File: config.mk
export PLATFORM = sky130hd
export DESIGN_NAME = weight_route_ctrl_flat
export DESIGN_NICKNAME = d
export VERILOG_FILES = /design/src/rtl/weight_route_ctrl_if.sv /design/src/rtl/weight_route_ctrl.sv /design/src/flat_wrapper.sv
export SDC_FILE = /design/constraint.sdc
export NUM_CORES = 1
export LEC_CHECK = 0
export CORE_MARGIN = 3
export CORE_UTILIZATION = 45
export DETAILED_ROUTE_END_ITERATION = 8
export MAX_ROUTING_LAYER = met4
export PLACE_DENSITY = 0.7
export SLEW_MARGIN = 10
export SYNTH_ARGS = -nofsm -noshare
export SYNTH_HDL_FRONTEND = slang
export SYNTH_SLANG_ARGS = --single-unit
File: constraint.sdc
create_clock -name clk -period 11.4 [get_ports clk]
set_input_delay 2.28 -clock clk [delete_from_list [all_inputs] [get_ports clk]]
set_output_delay 2.28 -clock clk [all_outputs]
set_load 0.03 [all_outputs]
File: src/rtl/weight_route_ctrl_if.sv
// Config, router-handshake and select/status bundle of weight_route_ctrl.
// master: cluster control FSM and routers; slave: the sequencing controller.
interface weight_route_ctrl_if #(
  parameter int NR = 3,
  parameter int AW = 8,
  parameter int DW = 12
);
  logic          cfg_valid;
  logic          cfg_ready;
  logic [NR-1:0] cfg_en;
  logic [NR-1:0] cfg_in_sel;
  logic [NR-1:0] cfg_out_sel;
  logic [AW-1:0] cfg_addr_beats;
  logic [DW-1:0] cfg_data_beats;
  logic          abort;
  logic [NR-1:0] rt_addr_valid;
  logic [NR-1:0] rt_addr_ready;
  logic [NR-1:0] rt_data_valid;
  logic [NR-1:0] rt_data_ready;
  logic [NR-1:0] data_in_sel;
  logic [NR-1:0] data_out_sel;
  logic [NR-1:0] glb_en;
  logic          busy;
  logic          done;
  logic          err_overrun;

  modport master (
    output cfg_valid, cfg_en, cfg_in_sel, cfg_out_sel, cfg_addr_beats, cfg_data_beats,
    output abort, rt_addr_valid, rt_addr_ready, rt_data_valid, rt_data_ready,
    input  cfg_ready, data_in_sel, data_out_sel, glb_en, busy, done, err_overrun
  );

  modport slave (
    input  cfg_valid, cfg_en, cfg_in_sel, cfg_out_sel, cfg_addr_beats, cfg_data_beats,
    input  abort, rt_addr_valid, rt_addr_ready, rt_data_valid, rt_data_ready,
    output cfg_ready, data_in_sel, data_out_sel, glb_en, busy, done, err_overrun
  );
endinterface

File: src/rtl/weight_route_ctrl.sv
// Sequences the weight-router selects for one pass and counts addr/data beats per enabled router.
// Latency: selects/busy 1 cycle after cfg accept, glb_en after 2, done 1 cycle after the last beat.
// Backpressure: cfg_ready only while idle; router handshakes are observed, never stalled.
module weight_route_ctrl #(
  parameter int NR = 3,
  parameter int AW = 8,
  parameter int DW = 12
) (
  input logic               clk,
  input logic               rst_n,
  weight_route_ctrl_if.slave bus
);
  typedef enum logic [1:0] {IDLE, SETTLE, RUN, DONE} state_t;

  typedef struct packed {
    logic [NR-1:0] en;
    logic [NR-1:0] in_sel;
    logic [NR-1:0] out_sel;
    logic [AW-1:0] addr_beats;
    logic [DW-1:0] data_beats;
  } cfg_t;

  state_t        state;
  cfg_t          cfg_q;
  logic [AW-1:0] addr_cnt    [NR];
  logic [DW-1:0] data_cnt    [NR];
  logic [AW-1:0] addr_cnt_nx [NR];
  logic [DW-1:0] data_cnt_nx [NR];
  logic [NR-1:0] comp_nx;
  logic          overrun;
  logic [NR-1:0] glb_mask;
  logic [NR-1:0] glb_en_q;
  logic          busy_q;
  logic          done_q;
  logic          err_q;

  assign glb_mask = cfg_q.en & ~cfg_q.in_sel;

  // Post-increment counters and completion; beats only count in RUN on enabled routers.
  always_comb begin
    overrun = 1'b0;
    comp_nx = '0;
    for (int i = 0; i < NR; i++) begin
      addr_cnt_nx[i] = addr_cnt[i];
      data_cnt_nx[i] = data_cnt[i];
      if (state == RUN && cfg_q.en[i]) begin
        if (bus.rt_addr_valid[i] && bus.rt_addr_ready[i]) begin
          if (addr_cnt[i] < cfg_q.addr_beats) addr_cnt_nx[i] = addr_cnt[i] + AW'(1);
          else                                overrun = 1'b1;
        end
        if (bus.rt_data_valid[i] && bus.rt_data_ready[i]) begin
          if (data_cnt[i] < cfg_q.data_beats) data_cnt_nx[i] = data_cnt[i] + DW'(1);
          else                                overrun = 1'b1;
        end
      end
      comp_nx[i] = !cfg_q.en[i] ||
                   (addr_cnt_nx[i] == cfg_q.addr_beats && data_cnt_nx[i] == cfg_q.data_beats);
    end
  end

  always_ff @(posedge clk or negedge rst_n) begin
    if (!rst_n) begin
      state    <= IDLE;
      cfg_q    <= '0;
      glb_en_q <= '0;
      busy_q   <= 1'b0;
      done_q   <= 1'b0;
      err_q    <= 1'b0;
      for (int i = 0; i < NR; i++) begin
        addr_cnt[i] <= '0;
        data_cnt[i] <= '0;
      end
    end else begin
      done_q <= 1'b0;
      if (state != IDLE && bus.abort) begin
        // Cancel keeps the selects so the routers are not disturbed mid-flight.
        state    <= IDLE;
        glb_en_q <= '0;
        busy_q   <= 1'b0;
        for (int i = 0; i < NR; i++) begin
          addr_cnt[i] <= '0;
          data_cnt[i] <= '0;
        end
      end else begin
        case (state)
          IDLE: begin
            if (bus.cfg_valid) begin
              cfg_q  <= '{en: bus.cfg_en, in_sel: bus.cfg_in_sel, out_sel: bus.cfg_out_sel,
                          addr_beats: bus.cfg_addr_beats, data_beats: bus.cfg_data_beats};
              err_q  <= 1'b0;
              busy_q <= 1'b1;
              state  <= SETTLE;
              for (int i = 0; i < NR; i++) begin
                addr_cnt[i] <= '0;
                data_cnt[i] <= '0;
              end
            end
          end
          SETTLE: begin
            state    <= RUN;
            glb_en_q <= glb_mask & ~comp_nx;
          end
          RUN: begin
            for (int i = 0; i < NR; i++) begin
              addr_cnt[i] <= addr_cnt_nx[i];
              data_cnt[i] <= data_cnt_nx[i];
            end
            if (overrun) err_q <= 1'b1;
            if (&comp_nx) begin
              state    <= DONE;
              done_q   <= 1'b1;
              glb_en_q <= '0;
            end else begin
              glb_en_q <= glb_mask & ~comp_nx;
            end
          end
          DONE: begin
            state  <= IDLE;
            busy_q <= 1'b0;
          end
          default: state <= IDLE;
        endcase
      end
    end
  end

  assign bus.cfg_ready    = (state == IDLE);
  assign bus.data_in_sel  = cfg_q.in_sel;
  assign bus.data_out_sel = cfg_q.out_sel;
  assign bus.glb_en       = glb_en_q;
  assign bus.busy         = busy_q;
  assign bus.done         = done_q;
  assign bus.err_overrun  = err_q;
endmodule

File: src/flat_wrapper.sv
// flat-port wrapper written by rule: the top's interface ports become plain ports
module weight_route_ctrl_flat 
#(
  parameter int NR = 3,
  parameter int AW = 8,
  parameter int DW = 12
)
  (clk, rst_n, bus_cfg_valid, bus_cfg_en, bus_cfg_in_sel, bus_cfg_out_sel, bus_cfg_addr_beats, bus_cfg_data_beats, bus_abort, bus_rt_addr_valid, bus_rt_addr_ready, bus_rt_data_valid, bus_rt_data_ready, bus_cfg_ready, bus_data_in_sel, bus_data_out_sel, bus_glb_en, bus_busy, bus_done, bus_err_overrun);
  weight_route_ctrl_if #(.NR(NR), .AW(AW), .DW(DW)) bus_i ();
  input logic clk;
  input logic rst_n;
  input wire logic [$bits(bus_i.cfg_valid)-1:0] bus_cfg_valid;
  input wire logic [$bits(bus_i.cfg_en)-1:0] bus_cfg_en;
  input wire logic [$bits(bus_i.cfg_in_sel)-1:0] bus_cfg_in_sel;
  input wire logic [$bits(bus_i.cfg_out_sel)-1:0] bus_cfg_out_sel;
  input wire logic [$bits(bus_i.cfg_addr_beats)-1:0] bus_cfg_addr_beats;
  input wire logic [$bits(bus_i.cfg_data_beats)-1:0] bus_cfg_data_beats;
  input wire logic [$bits(bus_i.abort)-1:0] bus_abort;
  input wire logic [$bits(bus_i.rt_addr_valid)-1:0] bus_rt_addr_valid;
  input wire logic [$bits(bus_i.rt_addr_ready)-1:0] bus_rt_addr_ready;
  input wire logic [$bits(bus_i.rt_data_valid)-1:0] bus_rt_data_valid;
  input wire logic [$bits(bus_i.rt_data_ready)-1:0] bus_rt_data_ready;
  output wire logic [$bits(bus_i.cfg_ready)-1:0] bus_cfg_ready;
  output wire logic [$bits(bus_i.data_in_sel)-1:0] bus_data_in_sel;
  output wire logic [$bits(bus_i.data_out_sel)-1:0] bus_data_out_sel;
  output wire logic [$bits(bus_i.glb_en)-1:0] bus_glb_en;
  output wire logic [$bits(bus_i.busy)-1:0] bus_busy;
  output wire logic [$bits(bus_i.done)-1:0] bus_done;
  output wire logic [$bits(bus_i.err_overrun)-1:0] bus_err_overrun;
  assign bus_i.cfg_valid = bus_cfg_valid;
  assign bus_i.cfg_en = bus_cfg_en;
  assign bus_i.cfg_in_sel = bus_cfg_in_sel;
  assign bus_i.cfg_out_sel = bus_cfg_out_sel;
  assign bus_i.cfg_addr_beats = bus_cfg_addr_beats;
  assign bus_i.cfg_data_beats = bus_cfg_data_beats;
  assign bus_i.abort = bus_abort;
  assign bus_i.rt_addr_valid = bus_rt_addr_valid;
  assign bus_i.rt_addr_ready = bus_rt_addr_ready;
  assign bus_i.rt_data_valid = bus_rt_data_valid;
  assign bus_i.rt_data_ready = bus_rt_data_ready;
  assign bus_cfg_ready = bus_i.cfg_ready;
  assign bus_data_in_sel = bus_i.data_in_sel;
  assign bus_data_out_sel = bus_i.data_out_sel;
  assign bus_glb_en = bus_i.glb_en;
  assign bus_busy = bus_i.busy;
  assign bus_done = bus_i.done;
  assign bus_err_overrun = bus_i.err_overrun;
  weight_route_ctrl #(.NR(NR), .AW(AW), .DW(DW)) u_core (.clk(clk), .rst_n(rst_n), .bus(bus_i));
endmodule
=== Word-level counts from Yosys, hierarchy flattened ===
Cells that the tools add are included.

* Bits in registers: 97
* Output and inout port bits: 13

* Add/subtract/negate cells: 6
* Order comparisons: 6
* Equal/unequal tests: 13
* Multiplexer cells: 56
* Bitwise operators: 5
* Reductions and logical operators: 31

{| class="wikitable"
|+ Operator list
! operator !! count
|-
| 12-bit 2-to-1 mux || 9
|-
| 36-bit 2-to-1 mux || 2
|-
| 8-bit 2-to-1 mux || 9
|-
| 36-bit case mux with 2 select lines || 1
|-
| 24-bit 2-to-1 mux || 2
|-
| 24-bit case mux with 2 select lines || 1
|-
| 12-bit by 1-bit adder with 12-bit output, second input constant || 3
|-
| 12-bit equality test || 3
|-
| 12-bit < comparator || 3
|-
| 8-bit by 1-bit adder with 8-bit output, second input constant || 3
|-
| 8-bit equality test || 3
|-
| 8-bit < comparator || 3
|-
| 1-bit 2-to-1 mux || 23
|-
| 1-bit logical AND || 13
|-
| 3-bit nonzero test || 3
|-
| 2-bit case mux with 4 select lines || 1
|-
| 3-bit bitwise AND || 2
|-
| 2-bit 2-to-1 mux || 3
|-
| 3-bit 2-to-1 mux || 2
|-
| 3-bit NOT || 2
|-
| 3-bit case mux with 2 select lines || 1
|-
| 2-bit AND reduction || 3
|-
| 3-bit AND reduction || 2
|-
| 2-bit equality test, second input constant || 2
|-
| 12 further kinds || 18
|}

=== Depth between registers and ports, before layout ===
* Depth in word-level cells: 19
* Depth in mapped cells: 13

=== Worst setup path before layout ===
No wires, ideal clock.

* Path kind: input to register
* Start point: in bus_rt_data_valid[1]
* End point: reg u_core.state[1]
* Library setup time: 131 ps
* Data arrival time: 4,739 ps
* Setup slack: 6,529 ps
* Cell stages on the path: 9
* Buffers on the path: 0
* Cell sequence: and4_1 > nand4_2 > or4_4 > a32oi_1 > nand3_1 > or4_1 > o41ai_4 > a21oi_1 > or3_1

* Longest elaborated chain between the ends: 9

{| class="wikitable"
|+ Ends and longest elaborated chain
! element !! RTL line !! RTL
|-
| from (decl) || flat_wrapper.sv:21 || <nowiki>input wire logic [$bits(bus_i.rt_data_valid)-1:0] bus_rt_data_valid;</nowiki>
|-
| 1-bit logical AND || weight_route_ctrl.sv:51 || <nowiki>if (bus.rt_data_valid[i] && bus.rt_data_ready[i]) begin</nowiki>
|-
| 12-bit 2-to-1 mux || weight_route_ctrl.sv:51 ||
|-
| 12-bit 2-to-1 mux || weight_route_ctrl.sv:46 || <nowiki>if (state == RUN && cfg_q.en[i]) begin</nowiki>
|-
| 12-bit equality test || weight_route_ctrl.sv:57 || <nowiki>(addr_cnt_nx[i] == cfg_q.addr_beats && data_cnt_nx[i] == cfg_q.data_beats);</nowiki>
|-
| 1-bit logical AND || weight_route_ctrl.sv:57 ||
|-
| 1-bit logical OR || weight_route_ctrl.sv:56 || <nowiki>comp_nx[i] = !cfg_q.en[i] ||</nowiki>
|-
| 3-bit AND reduction || weight_route_ctrl.sv:109 || <nowiki>if (&comp_nx) begin</nowiki>
|-
| 3-bit != test (no line) || - ||
|-
| 2-bit AND reduction (no line) || - ||
|-
| to (signal assigned) || weight_route_ctrl.sv:63 || <nowiki>state <= IDLE;</nowiki>
|-
| to (signal assigned) || weight_route_ctrl.sv:110 || <nowiki>state <= DONE;</nowiki>
|-
| to (signal assigned) || weight_route_ctrl.sv:118 || <nowiki>state <= IDLE;</nowiki>
|-
| to (decl) || weight_route_ctrl.sv:23 || <nowiki>state_t state;</nowiki>
|}

Every way passes these cells.
A chain may end at the register's enable or synchronous reset.

=== Worst setup path in the final report ===
* Start point: in bus_rt_data_valid[0]
* End point: reg u_core.state[1]

Same word-level chain as after synthesis.

==> impl_results.md <==
- Status: finished clean
- Reg-to-Reg End: u_core.state[1]
- Top cell type's share of synthesized area: ~30%
- Yosys top cell by area: dfrtp_1
- I/O pins: 58
- Flop pwr share: between 30% and 40%
- Crit-path cells: clkdlybuf4s50_1 -> nand4_1 -> nor3_1 -> mux2i_1 -> nand4_1 -> o41ai_1 -> o21ai_0 -> or3_1
- Crit start category: input port
- Share of layout cells above drive strength 1: under 10%
- Post-synthesis cell count: approximately 950
- Final setup fails: 0
- Worst Tran Pin Value: between 1000 and 1500 ps
- Vias in the first global route: just over 7,000
- Number of antenna violations at the first check in global routing: 1
- Largest net degree at the start of global routing: 68
- Clock slew at reported path FFs: 70 ps
- Avg Vias per Cell: around 6.3
- Critical path arrival: between 5000 and 6000 ps
- Minimum clock period: approximately 5400 ps
- Slowest library cell on the worst path: o41ai_1
- Core region area: 17,540 um^2
- # hold bufs at CTS: 0
- Prevailing post-synth register cell: dfrtp_1
- Fin worst setup slack: around 6000 ps
- Final wirelength: 24.55 mm
- Clk pwr share: between 10% and 20%
- CP bufs+invs: 1
- TritonCTS clock tree: yes
- CP required: 11,640 ps
- Port bufs: 57
- Synth Area per Inst: roughly 8.6 um^2
- Area Overhead vs Synth: 12.27%
- Worst setup EP type: register
- Hold Path Origin: u_core.bus.data_out_sel[2]
- Flop-to-flop setup slack: 6850 ps
- YS warnings: 0
- Place WS: ~5700 ps
- Clock root cell: clkbuf_16
- Gp weighted congestion: 0.9318
- CP delay by family, top: simple AND/OR/NAND/NOR gates
- CP most frequent cell: nand4_1
- Wirelength per Cell: approximately 20 um
- Commonest cells post-synth: nand2_1 (114), dfrtp_1 (97), o21ai_0 (94)
- Global-route wire length before repair: 39.68 mm
- Switch share: a little under half
- Slowest stage delay, CP: approximately 830 ps
- Remaining global-route overflow: 0
- VDD IR max: ~140 uV
- HP Class: reg -> reg
- Final Hold Vio Count: 0
- Die footprint: 19,810 um^2
- Async set-or-reset flop fraction in the synthesized netlist: 100.0%
- Seq cells post-synth: 97
- Worst slew margin: around a quarter
- Ranking of synthesized cells by area: dfrtp_1 (30%), ha_1 (9.6%), o21ai_0 (5.8%)
- Skew-Pair Late Insertion Delay: 360 ps
- Psw: about 0.86 mW
- Cell row count: 48
- Synthesized Nets: about 1,100
- Initial core utilization: 46.59%
- R2R depth: 11
- Number of max-cap violations: 0
- Via count of the routed design: 7,625
- Register area share after synthesis: 29.71%
- Pwr dens: between 150 and 200 nW/um^2
- Slew Limit Fails: 0
- Worst Hold Depth: 1
- Die width: 140.7 um
- DRC Markers: 0
- Type of the worst setup path: in -> reg
- Max frequency: roughly 0.19 GHz
- Total global-route track usage: 25.69%
- Combinational power share: 51.9%
- Setup_tns: 0 ps
- Mapped cell area: about 8000 um^2
- Clock skew: around 6.5 ps
- Critical path fanouts, max: 9
- Hold worst-path end: u_core.bus.data_out_sel[2]
- Most frequent cell after synthesis: nand2_1
- DIE HEIGHT: around 140 um
- H-tree Lvls: 3
- Detailed Route Iter0 Violations: 728
- Post-synth cell types: 79
- First drt pass iteration count: 7
- Post-CTS Setup Repair Bufs: 0
- Post-synth EDFFs: 0
- Final-stage net count: 1,085
- RSZ-0062 raised after global routing: no
- Inserted Clock Buffers: 9
- Clock Sinks: 97
- Pleak: around 3.8 nW
- Tcrit/Tclk final: 47.28%
- Post-CTS Resized: 0
- Internal power: roughly 0.96 mW
- Reg2reg start: u_core.cfg_q[11]
- Hpwl dp: 17.76 mm
- Antenna-violating nets left: 0
- CTS Buffer Depth: 2
[stage by stage]
stage	hold WS, ps	util, %	instance area (um^2)	instances	power [mW]
global route	519.4	52.30	9173	1207	1.944
detailed placement	482.5	50.55	8865	1191	1.483
global placement	487.6	50.55	8865	1191	1.470
floorplan	452.6	-	8170	953	1.183
CTS	510.4	52.29	9170	1206	1.811
finish	507.8	52.30	9173	1207	1.819
[logic make-up (layout without fill, tap and decap cells)]
logic type	Yosys count	after routing	share of synthesized area, %
and+or+nand+nor	304	304	18.99
buffers and inverters	83	111	4.181
xor gates and xnor gates	80	80	8.576
muxes	37	37	4.977
adders and majority gates	64	64	9.770
DFF	97	97	29.71
AOI/OAI and AO/OA	288	288	23.80
other	0	1	0
[state kept, by name, summed over array words and instances, names as in the netlist]
signal                   flops
u_core.bus.data_in_sel       3
u_core.addr_cnt             24
u_core.data_cnt             36
u_core.bus.busy              1
u_core.bus.data_out_sel      3
u_core.bus.glb_en            3
u_core.bus.err_overrun       1
u_core.cfg_q                23
u_core.state                 2
u_core.bus.done              1
[worst max path at each step]
stage | start | endpoint | slack, ps | cells after the start
2_1_floorplan | bus_rt_data_valid[1] | u_core.state[1] | 6530 | 9
3_3_place_gp | bus_rt_data_valid[0] | u_core.state[1] | 5770 | 10
3_5_place_dp | bus_rt_data_valid[0] | u_core.state[1] | 5720 | 8
4_1_cts | bus_rt_data_valid[0] | u_core.state[1] | 6090 | 8
5_1_grt | bus_rt_data_valid[0] | u_core.state[1] | 5810 | 8
6_report | bus_rt_data_valid[0] | u_core.state[1] | 6010 | 8
[cell usage in the layout (no fill, tap or decap), drive strengths merged, types with 4 or more instances in the layout]
master,count
nor2,41
a31oi,19
ha,63
o21ai,100
inv,32
o21a,5
or2,5
and3,16
mux2i,8
nand2,114
o211ai,5
o22ai,7
or3,7
a2111oi,4
a211o,5
a32o,6
mux2,29
xnor2,51
clkdlybuf4s50,56
buf,8
nand2b,8
nor3,16
xor2,29
nor2b,7
and4,11
a21oi,42
a21o,7
nand3,23
o41ai,16
dfrtp,97
clkbuf,11
nand4,33
nor4,5
a32oi,5
o31ai,18
and2,8
a211oi,16
[per-layer routing]
metal / GRT usage, % / share of wire (%)
met2: 37.73 / 44
met1: 37.06 / 48
met4: 7.241 / 1.8
met5: - / 0
met3: 3.664 / 6.1
[cell type report]
class	count	area, um^2
Multi-Input combinational cell	773	5415
Antenna cell	1	2.502
Clock inverter	4	52.55
Clock buffer	11	252.7
Fill cell	1673	8364
Tap cell	225	281.5
Sequential cell	97	2427
Timing Repair Buffer	64	620.6
Inverter	32	120.1
[power groups by stage]
stage / logic [mW] / clock network (mW) / registers, mW
final: 0.944 / 0.323 / 0.552
after CTS: 0.934 / 0.329 / 0.549
after floorplan: 0.705 / 0 / 0.478
after global placement: 0.915 / 0 / 0.555
after global routing: 1.04 / 0.342 / 0.561
after detailed placement: 0.928 / 0 / 0.555
No activity file was read; power rests on OpenSTA's default activity.
